`src/rtl/grid_scan_sequencer.sv`:
```
`default_nettype none
// +--------------------------------------------------------------------------+
// | grid_scan_sequencer                                                      |
// | Walks a GRID_W x GRID_H cell grid in raster order with an ack handshake, |
// | presenting the linear address, grid position and cell pixel origin.      |
// | Optional macro GRID_SCAN_PIXEL_WALK_EN adds a DRAW state that emits      |
// | every pixel of the cell (x fastest) on pix_x/pix_y with pix_valid.       |
// | Revision: 1.0 - initial release                                          |
// +--------------------------------------------------------------------------+
module grid_scan_sequencer #(
  parameter int GRID_W  = 16,
  parameter int GRID_H  = 16,
  parameter int CELL_PX = 10,
  parameter int SPACING = 2,
  parameter int ADDR_W  = 11,
  parameter int PIX_W   = 11
) (
  input  logic              clock,
  input  logic              resetn,
  input  logic              start,
  input  logic              continuous,
  input  logic              abort,
  input  logic              cell_ack,
  output logic              cell_valid,
  output logic [ADDR_W-1:0] address,
  output logic [7:0]        pos_x,
  output logic [7:0]        pos_y,
  output logic [PIX_W-1:0]  pix_x,
  output logic [PIX_W-1:0]  pix_y,
`ifdef GRID_SCAN_PIXEL_WALK_EN
  output logic              pix_valid,
`endif
  output logic              busy,
  output logic              frame_done
);

  typedef enum logic [1:0] {
    IDLE    = 2'd0,
    PRESENT = 2'd1,
`ifdef GRID_SCAN_PIXEL_WALK_EN
    DRAW    = 2'd2,
`endif
    WRAP    = 2'd3
  } stateT;

  localparam logic [7:0]        c_lastX = 8'(GRID_W - 1);
  localparam logic [7:0]        c_lastY = 8'(GRID_H - 1);
  localparam logic [PIX_W-1:0]  c_step  = PIX_W'(CELL_PX + SPACING);
  localparam logic [ADDR_W-1:0] c_gridW = ADDR_W'(GRID_W);

  stateT            r_state, w_stateNext;
  logic [7:0]       r_posX, r_posY, w_posXNext, w_posYNext;
  logic [PIX_W-1:0] r_orgX, r_orgY, w_orgXNext, w_orgYNext;
  logic             w_advance;
  logic             w_lastCell;

`ifdef GRID_SCAN_PIXEL_WALK_EN
  localparam int             CNT_W   = (CELL_PX > 1) ? $clog2(CELL_PX) : 1;
  localparam logic [CNT_W-1:0] c_lastD = CNT_W'(CELL_PX - 1);
  logic [CNT_W-1:0] r_dx, r_dy, w_dxNext, w_dyNext;
`endif

  assign w_lastCell = (r_posX == c_lastX) && (r_posY == c_lastY);

  always_comb begin
    w_stateNext = r_state;
    w_posXNext  = r_posX;
    w_posYNext  = r_posY;
    w_orgXNext  = r_orgX;
    w_orgYNext  = r_orgY;
    w_advance   = 1'b0;
`ifdef GRID_SCAN_PIXEL_WALK_EN
    w_dxNext    = r_dx;
    w_dyNext    = r_dy;
`endif
    case (r_state)
      IDLE: begin
        if (start) begin
          w_stateNext = PRESENT;
          w_posXNext  = '0;
          w_posYNext  = '0;
          w_orgXNext  = '0;
          w_orgYNext  = '0;
        end
      end
      PRESENT: begin
        if (cell_ack) begin
`ifdef GRID_SCAN_PIXEL_WALK_EN
          w_stateNext = DRAW;
          w_dxNext    = '0;
          w_dyNext    = '0;
`else
          w_advance   = 1'b1;
`endif
        end
      end
`ifdef GRID_SCAN_PIXEL_WALK_EN
      DRAW: begin
        if (r_dx == c_lastD) begin
          w_dxNext = '0;
          if (r_dy == c_lastD) begin
            w_dyNext  = '0;
            w_advance = 1'b1;
          end else begin
            w_dyNext = r_dy + CNT_W'(1);
          end
        end else begin
          w_dxNext = r_dx + CNT_W'(1);
        end
      end
`endif
      WRAP: begin
        w_posXNext  = '0;
        w_posYNext  = '0;
        w_orgXNext  = '0;
        w_orgYNext  = '0;
        w_stateNext = continuous ? PRESENT : IDLE;
      end
      default: w_stateNext = IDLE;
    endcase

    // Origins track the position by stepping, so no multiplier is needed.
    if (w_advance) begin
      if (w_lastCell) begin
        w_stateNext = WRAP;
      end else begin
        w_stateNext = PRESENT;
        if (r_posX == c_lastX) begin
          w_posXNext = '0;
          w_orgXNext = '0;
          w_posYNext = r_posY + 8'd1;
          w_orgYNext = r_orgY + c_step;
        end else begin
          w_posXNext = r_posX + 8'd1;
          w_orgXNext = r_orgX + c_step;
        end
      end
    end

    if (abort) begin
      w_stateNext = IDLE;
      w_posXNext  = '0;
      w_posYNext  = '0;
      w_orgXNext  = '0;
      w_orgYNext  = '0;
`ifdef GRID_SCAN_PIXEL_WALK_EN
      w_dxNext    = '0;
      w_dyNext    = '0;
`endif
    end
  end

  always_ff @(posedge clock or negedge resetn) begin
    if (!resetn) begin
      r_state <= IDLE;
      r_posX  <= '0;
      r_posY  <= '0;
      r_orgX  <= '0;
      r_orgY  <= '0;
`ifdef GRID_SCAN_PIXEL_WALK_EN
      r_dx    <= '0;
      r_dy    <= '0;
`endif
    end else begin
      r_state <= w_stateNext;
      r_posX  <= w_posXNext;
      r_posY  <= w_posYNext;
      r_orgX  <= w_orgXNext;
      r_orgY  <= w_orgYNext;
`ifdef GRID_SCAN_PIXEL_WALK_EN
      r_dx    <= w_dxNext;
      r_dy    <= w_dyNext;
`endif
    end
  end

  assign cell_valid = (r_state == PRESENT);
  assign busy       = (r_state != IDLE);
  assign frame_done = (r_state == WRAP);
  assign pos_x      = r_posX;
  assign pos_y      = r_posY;
  assign address    = ADDR_W'(r_posY) * c_gridW + ADDR_W'(r_posX);

`ifdef GRID_SCAN_PIXEL_WALK_EN
  assign pix_valid  = (r_state == DRAW);
  assign pix_x      = (r_state == DRAW) ? r_orgX + PIX_W'(r_dx) : r_orgX;
  assign pix_y      = (r_state == DRAW) ? r_orgY + PIX_W'(r_dy) : r_orgY;
`else
  assign pix_x      = r_orgX;
  assign pix_y      = r_orgY;
`endif

endmodule
`default_nettype wire

```
`config.mk`:
```
export PLATFORM = sky130hd
export DESIGN_NAME = grid_scan_sequencer
export DESIGN_NICKNAME = d
export VERILOG_FILES = /design/src/rtl/grid_scan_sequencer.sv
export SDC_FILE = /design/constraint.sdc
export NUM_CORES = 1
export LEC_CHECK = 0
export CORE_ASPECT_RATIO = 0.7
export CORE_UTILIZATION = 28
export DETAILED_ROUTE_END_ITERATION = 6
export GPL_TIMING_DRIVEN = 0
export PLACE_DENSITY = 0.48
export SLEW_MARGIN = 15
export SYNTH_ARGS = -nofsm -noshare
export SYNTH_HDL_FRONTEND = slang
export SYNTH_SLANG_ARGS = --single-unit
```
`constraint.sdc`:
```
create_clock -name clock -period 2.68 [get_ports clock]
set_input_delay 0.536 -clock clock [delete_from_list [all_inputs] [get_ports clock]]
set_output_delay 0.536 -clock clock [all_outputs]
set_load 0.05 [all_outputs]
```
==> results.txt <==
----------------------------------------------------
[CTS]
  Bufs on Longest Clock Path ... 2
  Clock transition at path regs ... 0.07 ns
  Clock tree from TritonCTS ... done
  Clock sink count ... 40
  TritonCTS buffer count ... 5
  Worst-skew pair later-pin latency ... 0.28 ns
  Maximum level of the CTS H-tree ... 2
  Clock tree root buffer cell ... clkbuf_16
  Hold buffers post-CTS ... 0

[Global route]
  Global-route wire length before repair ... 12400 um
  Overflow left after global routing ... 0
  Maximum number of pins on one net before global-route repair ... 32
  Vias in the first global route ... 2217
  Antenna violations before repair ... 0
  Global Route Usage Sum ... 17.1%

[Synth]
  Synth area leaders ... dfrtp_1 39%, ha_1 5.4%, a21oi_1 4.9%, o211ai_1 4.7%, nand3_1 4.5%
  Primary flip-flop cell chosen by synthesis mapping ... dfrtp_1
  Distinct cell type count after synthesis ... 52
  Count of flip-flops with a built-in enable after synthesis ... 0
  Sequential-to-total area share from yosys stat ... 39.2%
  Fraction of registers with async set/reset ... 100%
  Seq cells post-synth ... 40
  Average cell area after synthesis ... 9.26 um2
  YS warnings ... 0
  Cell with the most instances after synthesis ... dfrtp_1
  Total standard cell area after synthesis ... 0.00256 mm2
  Net count after synthesis ... 294
  Top cells by instance count after synthesis ... 40 x dfrtp_1, 25 x a21oi_1, 23 x nand3_1, 16 x inv_1, 16 x o211ai_1
  Synth top area share ... 39.2%
  Post-synthesis cell count ... 276
  Cell type contributing the most total cell area after synthesis ... dfrtp_1

[Setup path]
  Sort of element at the end of the critical path ... output pin
  End of the worst register-to-register path ... pix_y[7]
  R2R Setup Slk ... 0.21 ns
  Worst reg-to-reg path cell count ... 8
  Critical Path RT ... 2.14 ns
  Category of the most critical setup path ... flip-flop to output pin
  Type of element launching the critical path ... flip-flop
  Startpoint of the worst-slack reg-to-reg timing path ... r_state[1]
  Data arrival time of the critical path ... 2.04 ns
  Maximum net fanout on the critical path ... 2
  Critical-path top delay cell ... dfrtp_2
  Cells traversed along the worst timing path ... ha_2 > inv_1 > fa_2 > nor2b_2 > o21ai_2 > a21oi_2 > xor2_4 > buf_6
  Worst stage delay on the critical path ... 0.39 ns
  Beginning of the critical path ... pos_y[0]

[Route]
  Iter 0 DRT Violations ... 184
  Final wirelength ... 7680 um
  Number of detailed-route iterations in the first pass ... 4
  Wire length per cell after detailed routing ... 16.5 um
  Number of vias after detailed routing ... 2470
  Residual antenna-violating net count after detailed routing ... 0
  DRC Markers ... 0
  Number of vias per cell ... 5.31

[Layout]
  Area growth, synth to finish ... 37.6%
  Layout cell share with drive strength beyond 1 ... 14.8%
  Count of placed standard cells in the final layout, fillers left out ... 465
  Antenna diode count ... 0
  Final design area excluding fillers ... 0.00352 mm2
  Number of nets in the finished design ... 362

[Place]
  Final estimated routing congestion in global placement ... 0.794
  DP Wirelength ... 5480 um
  Instance count after placement with tap cells included ... 453
  Area post-placement ... 0.00333 mm2
  Count of input and output buffers ... 56

[Floorplan]
  Placeable core region ... 0.00865 mm2
  Vertical extent of the die ... 81.9 um
  I/O pin cnt ... 58
  Die Width ... 116 um
  Initial core utilization ... 29.5%
  Rows ... 28
  Overall die area ... 0.00952 mm2

[Pwr]
  Leakage ... 1.38 nW
  Highest ir drop seen on vdd ... 221 uV
  Total power density per cell area ... 452 mW/mm2

[STA]
  Post-route clock skew ... 0.00948 ns
  Worst slew margin relative to its limit ... 56.3%
  Count of pins over their slew limit ... 0
  Finish-stage setup viols ... 0
  Minimum clock period ... 2.57 ns
  Max frequency ... 0.389 GHz
  Setup repair after global routing missed its margin ... false
  Final Hold Violating Endpoints ... 0
  Tightest Pin Transition ... 0.656 ns
  Fin crit share ... 96.0%

[Outcome]
  Run status ... finished clean

[Hold path]
  Path type of the worst min-delay path ... input pin to async pin

[Job]
  MaxCap Viol Count ... 0

----------------------------------------------------
-- report_power, final --
group	switching, mW	internal [mW]	leakage [nW]
combinational	0.221	0.104	0.757
clock	0.246	0.371	0.0701
sequential	0.0272	0.622	0.550
total	0.494	1.10	1.38
-- sequential cells by signal (all words and copies together) (netlist names) --
signal,cells
pix_x,11
pix_y,11
pos_x,8
pos_y,8
r_state,2
-- metrics by stage --
step	utilization [%]	power, mW	setup WS (ns)	TNS, ns	hold WS [ns]
global route	40.7	1.66	0.00387	0	0.124
finish	40.7	1.59	0.108	0	0.110
detailed placement	38.5	0.988	-0.612	-2.04	0.424
floorplan	-	0.870	-0.125	-0.211	0.240
CTS	40.4	1.60	0.0143	0	0.123
global placement	38.3	0.986	-0.602	-6.28	0.495
-- what timing repair did --
item | 4_1_cts | 5_1_grt
setup buffers | 2 | 2
pin swaps | 2 | 1
gates resized for setup | 27 | 6
endpoints found under the setup margin | 6 | 9
-- kinds of logic (layout without fill, tap and decap cells) --
family	Yosys count	after routing	synth area share [%]
AOI/OAI and AO/OA	89	89	23.7
xor gates and xnor gates	8	8	2.74
DFF	40	40	39.2
buffers and inverters	38	107	6.71
muxes	2	2	0.783
adders and majority gates	12	12	6.17
and+or+nand+nor	87	87	20.7
-- how the worst max path moves through the flow --
stage | end | slack, ns | cells past startpoint
6_report | address[10] | 0.11 | 8
5_1_grt | address[10] | 0.004 | 8
4_1_cts | address[10] | 0.01 | 7
3_5_place_dp | address[10] | -0.61 | 8
3_3_place_gp | address[10] | -0.60 | 8
2_1_floorplan | address[10] | -0.13 | 7
-- layer usage --
layer	share of wire [%]	vias up	wire [um]	track usage, %
met5	0	-	0	0
met4	0.46	0	35	3.08
met3	5.4	5	416	3.69
met2	43	74	3330	24.0
met1	51	1219	3900	26.6
li1	-	1172	-	-
-- cell usage in the layout (no fill, tap or decap), types with 2 or more instances in the layout --
cell type and count:
ha_1 10, nor3b_1 2, dfrtp_1 36, nand2_1 13, xnor2_1 4, nor2_1 4
nor2b_1 3, and3_1 7, nand3_1 23, clkdlybuf4s50_1 49, xor2_4 2, o211ai_1 16
buf_2 4, a31oi_1 13, clkbuf_1 15, a41oi_1 2, or4_1 8, o21a_1 3
a21oi_1 24, nand4_1 6, dlygate4sd2_1 2, o2111a_1 2, inv_1 16, nand3b_1 4
clkbuf_16 5, mux2i_1 2, or2_2 2, buf_4 10, dfrtp_2 4, or3_1 2
a31oi_2 4, nor4_1 2, buf_6 2, o21ai_0 9, a21boi_0 3
-- layout make-up --
class	instances	area (um2)
tap	120	150
buffer	22	111
multi-input combinational	198	1450
sequential	40	1010
inverter	16	60.1
timing repair buffer	61	592
clock buffer	7	143
fill	870	5130
clock inverter	1	7.51
-- critical path: cells and delay by family (launching register included) --
family / cells / cell delay, ns
AO/OA/AOI/OAI: 2 / 0.30
XOR/XNOR: 1 / 0.16
adder cells (fa/ha/maj): 2 / 0.55
buffers and inverters: 2 / 0.22
flip-flops: 1 / 0.39
AND/OR/NAND/NOR: 1 / 0.13
Power figures use the tool's default switching activity.
